<file path="config.mk">
export PLATFORM = sky130hd
export DESIGN_NAME = hvac_sequencer
export DESIGN_NICKNAME = d
export VERILOG_FILES = /design/src/rtl/shs_pkg.sv /design/src/rtl/shs_down_counter.sv /design/src/rtl/hvac_sequencer.sv
export SDC_FILE = /design/constraint.sdc
export NUM_CORES = 1
export LEC_CHECK = 0
export CAP_MARGIN = 0
export CELL_PAD_IN_SITES_DETAIL_PLACEMENT = 1
export CELL_PAD_IN_SITES_GLOBAL_PLACEMENT = 2
export CORE_MARGIN = 10
export CORE_UTILIZATION = 34
export DETAILED_ROUTE_END_ITERATION = 12
export PLACE_DENSITY = 0.89
export SYNTH_ARGS = -nofsm -noshare
export SYNTH_HDL_FRONTEND = slang
export SYNTH_SLANG_ARGS = --single-unit
</file>
<file path="constraint.sdc">
create_clock -name clk -period 2.6 [get_ports clk]
set_input_delay 0.52 -clock clk [delete_from_list [all_inputs] [get_ports clk]]
set_output_delay 0.52 -clock clk [all_outputs]
set_load 0.01 [all_outputs]
</file>
<file path="src/rtl/shs_pkg.sv">
// Shared types and defaults for the HVAC sequencer: state encoding, counter width,
// default thresholds and timing constants.
package shs_pkg;

    localparam int CNT_W = 16;

    typedef logic [CNT_W-1:0] cnt_t;

    typedef enum logic [2:0] {
        ST_IDLE    = 3'd0,
        ST_FAN     = 3'd1,
        ST_PRERUN  = 3'd2,
        ST_COOL    = 3'd3,
        ST_POSTRUN = 3'd4,
        ST_LOCKOUT = 3'd5,
        ST_GAS     = 3'd6
    } state_t;

    localparam int DEF_FAN_ON_TEMP = 25;
    localparam int DEF_AC_ON_TEMP  = 28;
    localparam int DEF_HYST        = 2;
    localparam int DEF_PRERUN_CYC  = 16;
    localparam int DEF_POSTRUN_CYC = 32;
    localparam int DEF_LOCKOUT_CYC = 64;

    // Timed compressor-protection states report busy.
    function automatic logic is_busy(input state_t s);
        return (s == ST_PRERUN) || (s == ST_POSTRUN) || (s == ST_LOCKOUT);
    endfunction

endpackage

</file>
<file path="src/rtl/shs_down_counter.sv">
// Loadable 16-bit down counter that saturates at zero; zero flag is combinational
// from the count register.
module shs_down_counter
    import shs_pkg::*;
(
    input  logic clk,
    input  logic reset,
    input  logic load,
    input  cnt_t load_value,
    output logic zero
);

    cnt_t count;

    always_ff @(posedge clk or posedge reset) begin
        if (reset) begin
            count <= '0;
        end else if (load) begin
            count <= load_value;
        end else if (count != '0) begin
            count <= count - cnt_t'(1);
        end
    end

    assign zero = (count == '0);

endmodule

</file>
<file path="src/rtl/hvac_sequencer.sv">
// HVAC fan/compressor sequencer with pre-run, post-run and compressor lockout timing.
// Optional gas override is compiled in with `define GAS_OVERRIDE_EN.
module hvac_sequencer
    import shs_pkg::*;
#(
    parameter int FAN_ON_TEMP = DEF_FAN_ON_TEMP,
    parameter int AC_ON_TEMP  = DEF_AC_ON_TEMP,
    parameter int HYST        = DEF_HYST,
    parameter int PRERUN_CYC  = DEF_PRERUN_CYC,
    parameter int POSTRUN_CYC = DEF_POSTRUN_CYC,
    parameter int LOCKOUT_CYC = DEF_LOCKOUT_CYC
) (
    input  logic       clk,
    input  logic       reset,
    input  logic [7:0] temperature,
    input  logic       enable,
    input  logic       gas_sensor,
    output logic       fan,
    output logic       ac,
    output logic [2:0] state,
    output logic       busy
);

    localparam int   FAN_OFF_TEMP = FAN_ON_TEMP - HYST;
    localparam int   AC_OFF_TEMP  = AC_ON_TEMP - HYST;
    localparam cnt_t PRERUN_LOAD  = cnt_t'(PRERUN_CYC - 1);
    localparam cnt_t POSTRUN_LOAD = cnt_t'(POSTRUN_CYC - 1);
    localparam cnt_t LOCKOUT_LOAD = cnt_t'(LOCKOUT_CYC - 1);

    state_t state_q;
    state_t state_nx;
    logic   fan_nx;
    logic   ac_nx;
    logic   busy_nx;
    logic   cnt_load;
    cnt_t   cnt_value;
    logic   cnt_zero;
    logic   gas;
    int     temp_i;

    assign temp_i = int'(temperature);

`ifdef GAS_OVERRIDE_EN
    assign gas = gas_sensor;
`else
    logic unused_gas_sensor;
    assign unused_gas_sensor = gas_sensor;
    assign gas = 1'b0;
`endif

    shs_down_counter u_counter (
        .clk        (clk),
        .reset      (reset),
        .load       (cnt_load),
        .load_value (cnt_value),
        .zero       (cnt_zero)
    );

    // Aborting a timed state reloads zero so the counter rests at 0 outside them.
    always_comb begin
        state_nx  = state_q;
        cnt_load  = 1'b0;
        cnt_value = '0;
        case (state_q)
            ST_IDLE: begin
                if (gas) begin
                    state_nx = ST_GAS;
                end else if (enable && temp_i > FAN_ON_TEMP) begin
                    state_nx = ST_FAN;
                end
            end
            ST_FAN: begin
                if (gas) begin
                    state_nx = ST_GAS;
                end else if (!enable || temp_i <= FAN_OFF_TEMP) begin
                    state_nx = ST_IDLE;
                end else if (temp_i > AC_ON_TEMP) begin
                    state_nx  = ST_PRERUN;
                    cnt_load  = 1'b1;
                    cnt_value = PRERUN_LOAD;
                end
            end
            ST_PRERUN: begin
                if (gas) begin
                    state_nx = ST_GAS;
                    cnt_load = 1'b1;
                end else if (!enable) begin
                    state_nx = ST_IDLE;
                    cnt_load = 1'b1;
                end else if (temp_i <= AC_OFF_TEMP) begin
                    state_nx = ST_FAN;
                    cnt_load = 1'b1;
                end else if (cnt_zero) begin
                    state_nx = ST_COOL;
                end
            end
            ST_COOL: begin
                if (gas || !enable || temp_i <= AC_OFF_TEMP) begin
                    state_nx  = ST_POSTRUN;
                    cnt_load  = 1'b1;
                    cnt_value = POSTRUN_LOAD;
                end
            end
            ST_POSTRUN: begin
                if (cnt_zero) begin
                    state_nx  = ST_LOCKOUT;
                    cnt_load  = 1'b1;
                    cnt_value = LOCKOUT_LOAD;
                end
            end
            ST_LOCKOUT: begin
                if (cnt_zero) begin
                    state_nx = (enable && temp_i > FAN_ON_TEMP) ? ST_FAN : ST_IDLE;
                end
            end
            ST_GAS: begin
                if (!gas) begin
                    state_nx = ST_IDLE;
                end
            end
            default: begin
                state_nx = ST_IDLE;
                cnt_load = 1'b1;
            end
        endcase
    end

    always_comb begin
        fan_nx = 1'b0;
        case (state_nx)
            ST_FAN, ST_PRERUN, ST_COOL, ST_POSTRUN, ST_GAS: fan_nx = 1'b1;
            ST_LOCKOUT: fan_nx = (temp_i > FAN_ON_TEMP);
            default: fan_nx = 1'b0;
        endcase
        if (gas && (state_nx == ST_POSTRUN || state_nx == ST_LOCKOUT)) begin
            fan_nx = 1'b1;
        end
        ac_nx   = (state_nx == ST_COOL);
        busy_nx = is_busy(state_nx);
    end

    always_ff @(posedge clk or posedge reset) begin
        if (reset) begin
            state_q <= ST_IDLE;
            fan     <= 1'b0;
            ac      <= 1'b0;
            busy    <= 1'b0;
        end else begin
            state_q <= state_nx;
            fan     <= fan_nx;
            ac      <= ac_nx;
            busy    <= busy_nx;
        end
    end

    assign state = state_q;

endmodule

</file>
* Word-level counts from Yosys, hierarchy flattened
Index checks and enable logic that the tools add are counted.
Storage, ports and cells: bits in registers 22, bits in latches 0, memory bits (writable) 0, ROM bits 0, input port bits 12, output and inout bits 6, memories 0
Operators by class: add/sub/neg operators 1, multiply operators 0, divide/modulo/power cells 0, $lt $le $gt $ge 4, equal/unequal tests 12, shift-type cells 0, muxes and demuxes 26, bitwise logic cells 0, reduce and logical (&&, ||, !) cells 12
Operator list (count):
- one-hot mux 16 bit (3 select lines) | 1
- 2-to-1 mux 16 bit | 2
- 2-to-1 mux 3 bit | 9
- equality test 3 bit, second input constant | 6
- one-hot mux 3 bit (6 select lines) | 1
- greater-than comparator 8 x 5 -> 1 bit, second input constant | 2
- <= comparator 8 x 5 -> 1 bit, second input constant | 2
- zero test 16 bit | 1
- nonzero test 16 bit | 1
- subtractor 16 x 1 -> 16 bit, second input constant | 1
- equality test 3 x 2 -> 1 bit, second input constant | 4
- 2-to-1 mux 4 bit | 2
- 2-to-1 mux 1 bit | 7
- equality test 3 x 1 -> 1 bit, second input constant | 2
- 2-to-1 mux 6 bit | 1
- 2-to-1 mux 5 bit | 1
- one-hot mux 1 bit (5 select lines) | 1
- OR reduction 5 bit | 1
- logical OR 1 bit | 4
- zero test 3 bit | 1
- OR reduction 3 bit | 1
- one-hot mux 1 bit (2 select lines) | 1
- nonzero test 2 bit | 1
- logical AND 1 bit | 1
- zero test 1 bit | 1

* Depth between registers and ports, before layout
Gate-level depths: netlist (run 1).
depth after elaboration 8, depth in mapped cells 8, depth with buffers taken out 7

* Modules after synthesis
A second synthesis (run 1) with hierarchy kept.
Second synthesis, totals: cell total of the unflattened synthesis 155, area, all modules 1438.9 um^2
Modules (own cells, without submodules):
- shs_down_counter | times used 1, cells each 102, area each 993.5 um^2, seq. area each 400.4 um^2
- hvac_sequencer | times used 1, cells each 53, area each 445.4 um^2, seq. area each 150.1 um^2

* Worst setup path after synthesis (run 1)
Ideal clock, no wire load.
path type reg-to-reg, start reg u_counter.count[0], end reg ac, setup time 0.119 ns, data arrival time 1.701 ns, required time 2.481 ns, path slack 0.780 ns, stages on the path, launching flop included 9, path buffers 1, path through dfrtp_1 inv_1 ha_1 nor3b_1 and4_1 buf_4 mux2i_1 nand4_2 and2_1
Between the ends: longest elaborated chain between the ends 6, elaborated cells on any way between the ends 8, those cells by class eq/ne: 1; mux: 6; reduce/logical: 1
RTL lines:
- start, declared | line shs_down_counter.sv:13 | cnt_t count;
- start signal, assigned | line shs_down_counter.sv:19 | count <= load_value;
- start signal, assigned | line shs_down_counter.sv:21 | count <= count - cnt_t'(1);
- zero test 16 bit (*) | line shs_down_counter.sv:25 | assign zero = (count == '0);
- 2-to-1 mux 3 bit | line hvac_sequencer.sv:93 | end else if (cnt_zero) begin
- 2-to-1 mux 3 bit | line hvac_sequencer.sv:90 | end else if (temp_i <= AC_OFF_TEMP) begin
- 2-to-1 mux 3 bit | line hvac_sequencer.sv:87 | end else if (!enable) begin
- one-hot mux 3 bit (6 select lines) (*) | line hvac_sequencer.sv:64 | case (state_q)
- named net state_nx[0] | line hvac_sequencer.sv:31 | state_t state_nx;
- equality test 3 x 2 -> 1 bit (*) | line hvac_sequencer.sv:138 | ac_nx = (state_nx == ST_COOL);
- named net ac_nx | line hvac_sequencer.sv:33 | logic ac_nx;
- end signal, assigned | line hvac_sequencer.sv:151 | ac <= ac_nx;
- end, declared | line hvac_sequencer.sv:19 | output logic ac,
The timed path passes the listed nets; every way through them passes the cells marked *. A chain may end at the register's enable or synchronous reset.

* Final worst setup path (run 1)
Same ends and word-level chain as after synthesis.

==> results of run 1 <==
cell families after synthesis:
kind of cell | Yosys count | share of synthesized area, %
buffers and inverters | 12 | 3.862
flip-flops | 22 | 37.77
adder cells (fa/ha/maj) | 2 | 1.716
AO/OA/AOI/OAI | 29 | 13.56
AND/OR/NAND/NOR | 74 | 32.10
XOR/XNOR | 16 | 9.613
multiplexers | 2 | 1.373
sequential cells by signal (all words and copies together), names as in the netlist:
register         cells
u_counter.count     16
fan                  1
ac                   1
state                3
busy                 1
power groups by stage:
| stage | sequential, uW | combinational (uW) | clock (uW) |
|---|---|---|---|
| 6_report | 739 | 1120 | 328 |
| 5_1_grt | 769 | 1270 | 349 |
| 4_1_cts | 738 | 1130 | 332 |
| 3_5_place_dp | 742 | 1120 | 0 |
| 3_3_place_gp | 719 | 1050 | 0 |
| 2_1_floorplan | 664 | 862 | 0 |
path summary, 6_finish.rpt:
path                       slack [ns]             endpoint
hold / removal                   0.55  u_counter.count[15]
hold reg to reg                  0.55  u_counter.count[15]
setup / recovery                 0.31                   ac
setup reg to reg                 0.31                   ac
min in group asynchronous        0.72   u_counter.count[4]
max in group asynchronous        1.35  u_counter.count[14]
synth_stat cells (2+ instances only):
library cell  count  area share (%)
a221o_1           2             1.4
buf_2             3             1.0
nand2_1           5             1.3
ha_1              2             1.7
xnor2_1           6             3.6
a21oi_1           6             2.1
a21boi_1          2             1.0
or4_1             2             1.0
nor2b_1           2            0.86
or2_2             4             1.7
inv_1             6             1.5
o21ai_0           2            0.69
nand4_1          10             4.3
nor4_1            2            0.86
nor3b_1           2             1.0
nand3_1           4             1.4
nor2_1           15             3.9
nor2_2            2            0.86
mux2i_1           2             1.4
o21ai_1           5             1.7
dfrtp_1          22              38
nor3_1           10             3.4
xor2_1           10             6.0
buf_4             2             1.0
worst max-delay path: cells and delay by family (launching register included):
family | cells | cell delay, ns
flops | 1 | 0.40
buf+inv | 1 | 0.11
simple gates | 4 | 1.22
mux | 1 | 0.30
fa+ha+maj | 1 | 0.15
layer usage:
metal  share of wire [%]  GRT usage [%]  up-vias
met5                   0              0        -
met4                 1.2          3.743        0
met3                 5.6          2.486        6
met2                  49          19.35       36
met1                  44          13.84      644
li1                    -              -      613
through the flow:
step                utilization, %  hold WS (ns)  setup slack [ns]  instances
floorplan                        -        0.5081            0.7799        157
global placement             40.85        0.5283            0.2400        220
detailed placement           40.85        0.5402            0.1552        220
CTS                          42.59        0.5605            0.2737        224
global route                 42.59        0.6116            0.1153        224
finish                       42.59        0.5510            0.3110        224
placed cells by master (no fill, tap or decap), drive strengths merged, types with 2 or more instances in the layout:
master and n:
dfrtp 22, nor2 17, clkdlybuf4s50 16, nor3 11, nand4 11, xor2 10, o21ai 7, a21oi 6
xnor2 6, inv 6, nand2 5, or2 5, nand3 4, nor4 4, clkbuf 3, buf 3
nor3b 3, or4 3, a21boi 2, nor2b 2, a221o 2, mux2i 2, ha 2
final cells by class:
class                           count  area, sq um
Tap cell                           50        62.56
Clock buffer                        3        41.29
Timing Repair Buffer               19        182.7
Clock inverter                      1        30.03
Multi-Input combinational cell    123        850.8
Sequential cell                    22        550.5
Fill cell                         495         2346
Inverter                            6        22.52
==> flow_summary.json, run 1 <==
{
  "p_per_area_nw_per_um2": 1257,
  "diodes": 0,
  "relSlewSlack_pct": 42.80,
  "dpl.hpwl_um": 2958,
  "setup_viol": 0,
  "first_pass_iters": 4,
  "clock-sinks": 22,
  "vias_per_cell": 5.799,
  "num_io_pins": 18,
  "die_h_um": 85.48,
  "dpl-instance-area_sq_um": 1669,
  "post-route-cell-area_sq_um": 1740,
  "leakage_uw": 0.0007090,
  "fmax_mhz": 436.9,
  "worst_pin_slew_ns": 0.8571,
  "cts_max_level": 1,
  "worstRegToRegCells": 7,
  "dr_total_vias": 1299,
  "io_buffers": 16,
  "hold_viol_final": 0,
  "cp_slowest_stage_delay_ns": 0.45,
  "power_uw": 2188,
  "cts_tree": "built",
  "async_flop_share_pct": 100.0,
  "r2r_start": "u_counter.count[0]",
  "dieArea_sq_um": 7306,
  "worst-setup-path-type": "reg2reg",
  "outcome": "finished clean",
  "fp.coreArea_sq_um": 4086,
  "syn2layout_area_growth_pct": 19.40,
  "ys_seq_area_share_pct": 37.77,
  "ys_warn_count": 0,
  "grt_pass1_wl_um": 7038,
  "crit_path_end_kind": "flop",
  "ir_worst_vdd_uv": 468.4,
  "clk_path_buf_depth": 2,
  "cap_violations": 0,
  "comb_power_share_pct": 51.3,
  "wl_per_cell_um": 18.10,
  "fin_nets": 189,
  "grt_max_degree": 23,
  "fin_crit_ns": 2.289,
  "p_sw_share_pct": 44.36,
  "power_switching_uw": 970.8,
  "p_seq_share_pct": 33.8,
  "rsz0062_at_grt": "false",
  "synth_enable_flop_cells": 0,
  "startpoint_type": "flop",
  "tns_ns": 0,
  "drc": 0,
  "cts_root_buf": "clkbuf_8",
  "post_cts_buffers": 0,
  "cts_hold_buf": 0,
  "startpoint": "u_counter.count[0]",
  "grt_overflow": 0,
  "cp_slowest_cell": "and4_1",
  "numCtsBuffers": 3,
  "finalCritPeriodShare_pct": 88.04,
  "finClkSkew_ns": 0.005065,
  "row_count": 23,
  "cp_max_fo": 7,
  "p_int_uw": 1217,
  "hold_path_class": "reg2reg",
  "cp.arrival_ns": 2.45,
  "synthFlopType": "dfrtp_1",
  "clockPowerShare_pct": 15.0,
  "min_path_cells": 2,
  "routed_wl_um": 4054,
  "grt_pass1_vias": 1372,
  "yosysUniqueCellTypes": 53,
  "detail-route-antenna-nets": 0,
  "gp_congestion": 0.7609,
  "die_w_um": 85.48,
  "clk_pin_slew_ns": 0.08,
  "finalMaxSlewViolations": 0,
  "ys_seq_elements": 22,
  "post_cts_resized": 0,
  "synth_nets": 171,
  "clk-insertion-delay-late_ns": 0.27,
  "min_from": "u_counter.count[15]",
  "synthCells": 157,
  "drt_iter0_drc": 45,
  "layout-drive-gt1-share_pct": 12.07,
  "synthesis.area_sq_um": 1458,
  "grt_antenna_before_repair": 0,
  "path_cells": "inv_1 -> ha_1 -> nor3b_1 -> and4_1 -> mux2i_1 -> nand4_2 -> and2_1",
  "start_util_pct": 35.67,
  "required_ns": 2.76,
  "avgSynthCellArea_sq_um": 9.284,
  "grt_usage_pct": 11.42
}
(Power assumes the default switching activity.)
==> inputs of run 2 (changes only) <==
==> constraint.sdc (replaced) <==
create_clock -name clk -period 2.6 [get_ports clk]
set_input_delay 0.26 -clock clk [delete_from_list [all_inputs] [get_ports clk]]
set_output_delay 0.26 -clock clk [all_outputs]
set_load 0.01 [all_outputs]
==> run 2 against run 1 <==
  * Combinational power is essentially flat
  * Clock-buffer cell count is the same
  * Clock skew shrank 0.0024 ns
  * Non-clock buffer count shrank 2
  * Worst hold slack lost 0.087 ns
  * Sequential share of layout area grew 0.28 points
  * Via count shrank 2.5%
  * Final area shrank 0.86%
  * Largest cell class unchanged
  * Highest routed layer unchanged
==> flow_summary.json, run 2 (synthesis results as in run 1) <==
{
  "outcome": "finished clean",
  "fmax_mhz": 454.7,
  "required_ns": 2.76,
  "setup_viol": 0,
  "die_w_um": 85.48,
  "rrSetupSlack_ns": 0.40,
  "grt_overflow": 0,
  "grt_antenna_before_repair": 0,
  "cts_max_level": 1,
  "dieArea_sq_um": 7306,
  "cp.buffers_inverters": 1,
  "finalCritPeriodShare_pct": 84.59,
  "p_seq_share_pct": 33.8,
  "p_int_uw": 1216,
  "final_cells": 222,
  "routed_wl_um": 3831,
  "fin_nets": 187,
  "cp_slowest_stage_delay_ns": 0.44,
  "ir_worst_vdd_uv": 619.0,
  "dp_cells": 218,
  "dr_total_vias": 1267,
  "clock-sinks": 22,
  "clockPowerShare_pct": 14.8,
  "cts_hold_buf": 0,
  "numCtsBuffers": 3,
  "r2r_end": "ac",
  "start_util_pct": 35.67,
  "mostFrequentLayoutCell": "dfrtp_1",
  "cts_tree": "built",
  "cp_max_fo": 7,
  "clk_pin_slew_ns": 0.08,
  "grt_usage_pct": 11.02,
  "post_cts_buffers": 0,
  "first_pass_iters": 4,
  "die_h_um": 85.48,
  "fin_crit_ns": 2.199,
  "cp_slowest_cell": "and4_1",
  "critPathTopFamily": "simple AND/OR/NAND/NOR gates",
  "hold_viol_final": 0,
  "num_io_pins": 18,
  "diodes": 0,
  "vias_per_cell": 5.707,
  "r2r_start": "u_counter.count[0]",
  "tns_ns": 0,
  "dpl.hpwl_um": 2890,
  "cp.arrival_ns": 2.36,
  "finalMaxSlewViolations": 0,
  "grt_pass1_vias": 1393,
  "path_cells": "inv_1 -> ha_1 -> nor3b_1 -> and4_1 -> mux2i_1 -> nand4_2 -> and2_1",
  "rsz0062_at_grt": "false",
  "clk-insertion-delay-late_ns": 0.27,
  "leakage_uw": 0.0006989,
  "cap_violations": 0,
  "io_buffers": 16,
  "detail-route-antenna-nets": 0,
  "worst-setup-path-type": "reg2reg",
  "finClkSkew_ns": 0.002641,
  "drt_iter0_drc": 32,
  "syn2layout_area_growth_pct": 18.37,
  "worstRegToRegCells": 7,
  "power_switching_uw": 951.2,
  "p_per_area_nw_per_um2": 1256,
  "fp.coreArea_sq_um": 4086,
  "grt_max_degree": 23,
  "largest_reg_flops": 16,
  "drc": 0,
  "crit_path_end_kind": "flop",
  "relSlewSlack_pct": 45.51,
  "p_sw_share_pct": 43.89,
  "row_count": 23,
  "cts_root_buf": "clkbuf_8",
  "final_cell_mix": "dfrtp_1 (22), clkdlybuf4s50_1 (16), nor2_1 (15)",
  "largest_register": "u_counter.count",
  "hold_path_class": "in2async",
  "post_cts_resized": 0,
  "clk_path_buf_depth": 2,
  "comb_power_share_pct": 51.4,
  "worst_pin_slew_ns": 0.8165,
  "gp_congestion": 0.7491,
  "grt_pass1_wl_um": 6637,
  "wl_per_cell_um": 17.26,
  "layout-drive-gt1-share_pct": 11.05,
  "startpoint_type": "flop"
}
==> run 2: cell count changes in the layout (fill, tap and decap cells not counted) <==
cell   previous run  this run
buf_4             3         1
==> run 2: worst max path at each step <==
stage	start	end	slack (ns)	depth (start not counted)
after floorplan	u_counter.count[0]	ac	0.78	8
after global placement	temperature[5]	u_counter.count[5]	0.44	5
after CTS	u_counter.count[0]	ac	0.35	7
after global routing	u_counter.count[0]	u_counter.count[7]	0.11	7
final	u_counter.count[0]	ac	0.40	7
after detailed placement	temperature[5]	fan	0.40	6
==> run 2: through the flow <==
step                      total power [uW]  instance area [sq um]  hold WS (ns)  worst slack [ns]  utilization (%)
after CTS                             2200                   1725        0.4861            0.3548            42.22
after global routing                  2391                   1725        0.5118            0.1063            42.22
final                                 2167                   1725        0.4641            0.4006            42.22
after floorplan                       1526                   1458        0.2492            0.7799                -
after detailed placement              1862                   1654        0.5590            0.3972            40.48
after global placement                1772                   1654        0.5319            0.4438            40.48
==> run 2: power groups by stage <==
| stage | Sequential (uW) | Combinational [uW] | Clock [uW] |
|---|---|---|---|
| after detailed placement | 741 | 1120 | 0 |
| after global placement | 720 | 1050 | 0 |
| after floorplan | 664 | 862 | 0 |
| after global routing | 762 | 1290 | 339 |
| after CTS | 733 | 1140 | 331 |
| final | 732 | 1110 | 321 |
==> run 2: cell type report <==
type / instances / area [sq um]
fill: 475 / 2361
tap: 50 / 62.56
clock buffer: 3 / 41.29
multi-input combinational: 123 / 850.8
sequential: 22 / 550.5
clock inverter: 1 / 30.03
timing repair buffer: 17 / 167.7
inverter: 6 / 22.52
==> run 2: worst register-to-register path, cell delays in order (launching register included) <==
cell	delay, ns
dfrtp_1	0.39
inv_1	0.12
ha_1	0.17
nor3b_1	0.37
and4_1	0.44
mux2i_1	0.26
nand4_2	0.15
and2_1	0.20
==> run 2: layer usage <==
metal | wire length (um) | track usage [%]
met1 | 1649 | 12.51
met2 | 1955 | 18.60
met3 | 181 | 3.346
met4 | 44 | 4.641
met5 | 0 | 0
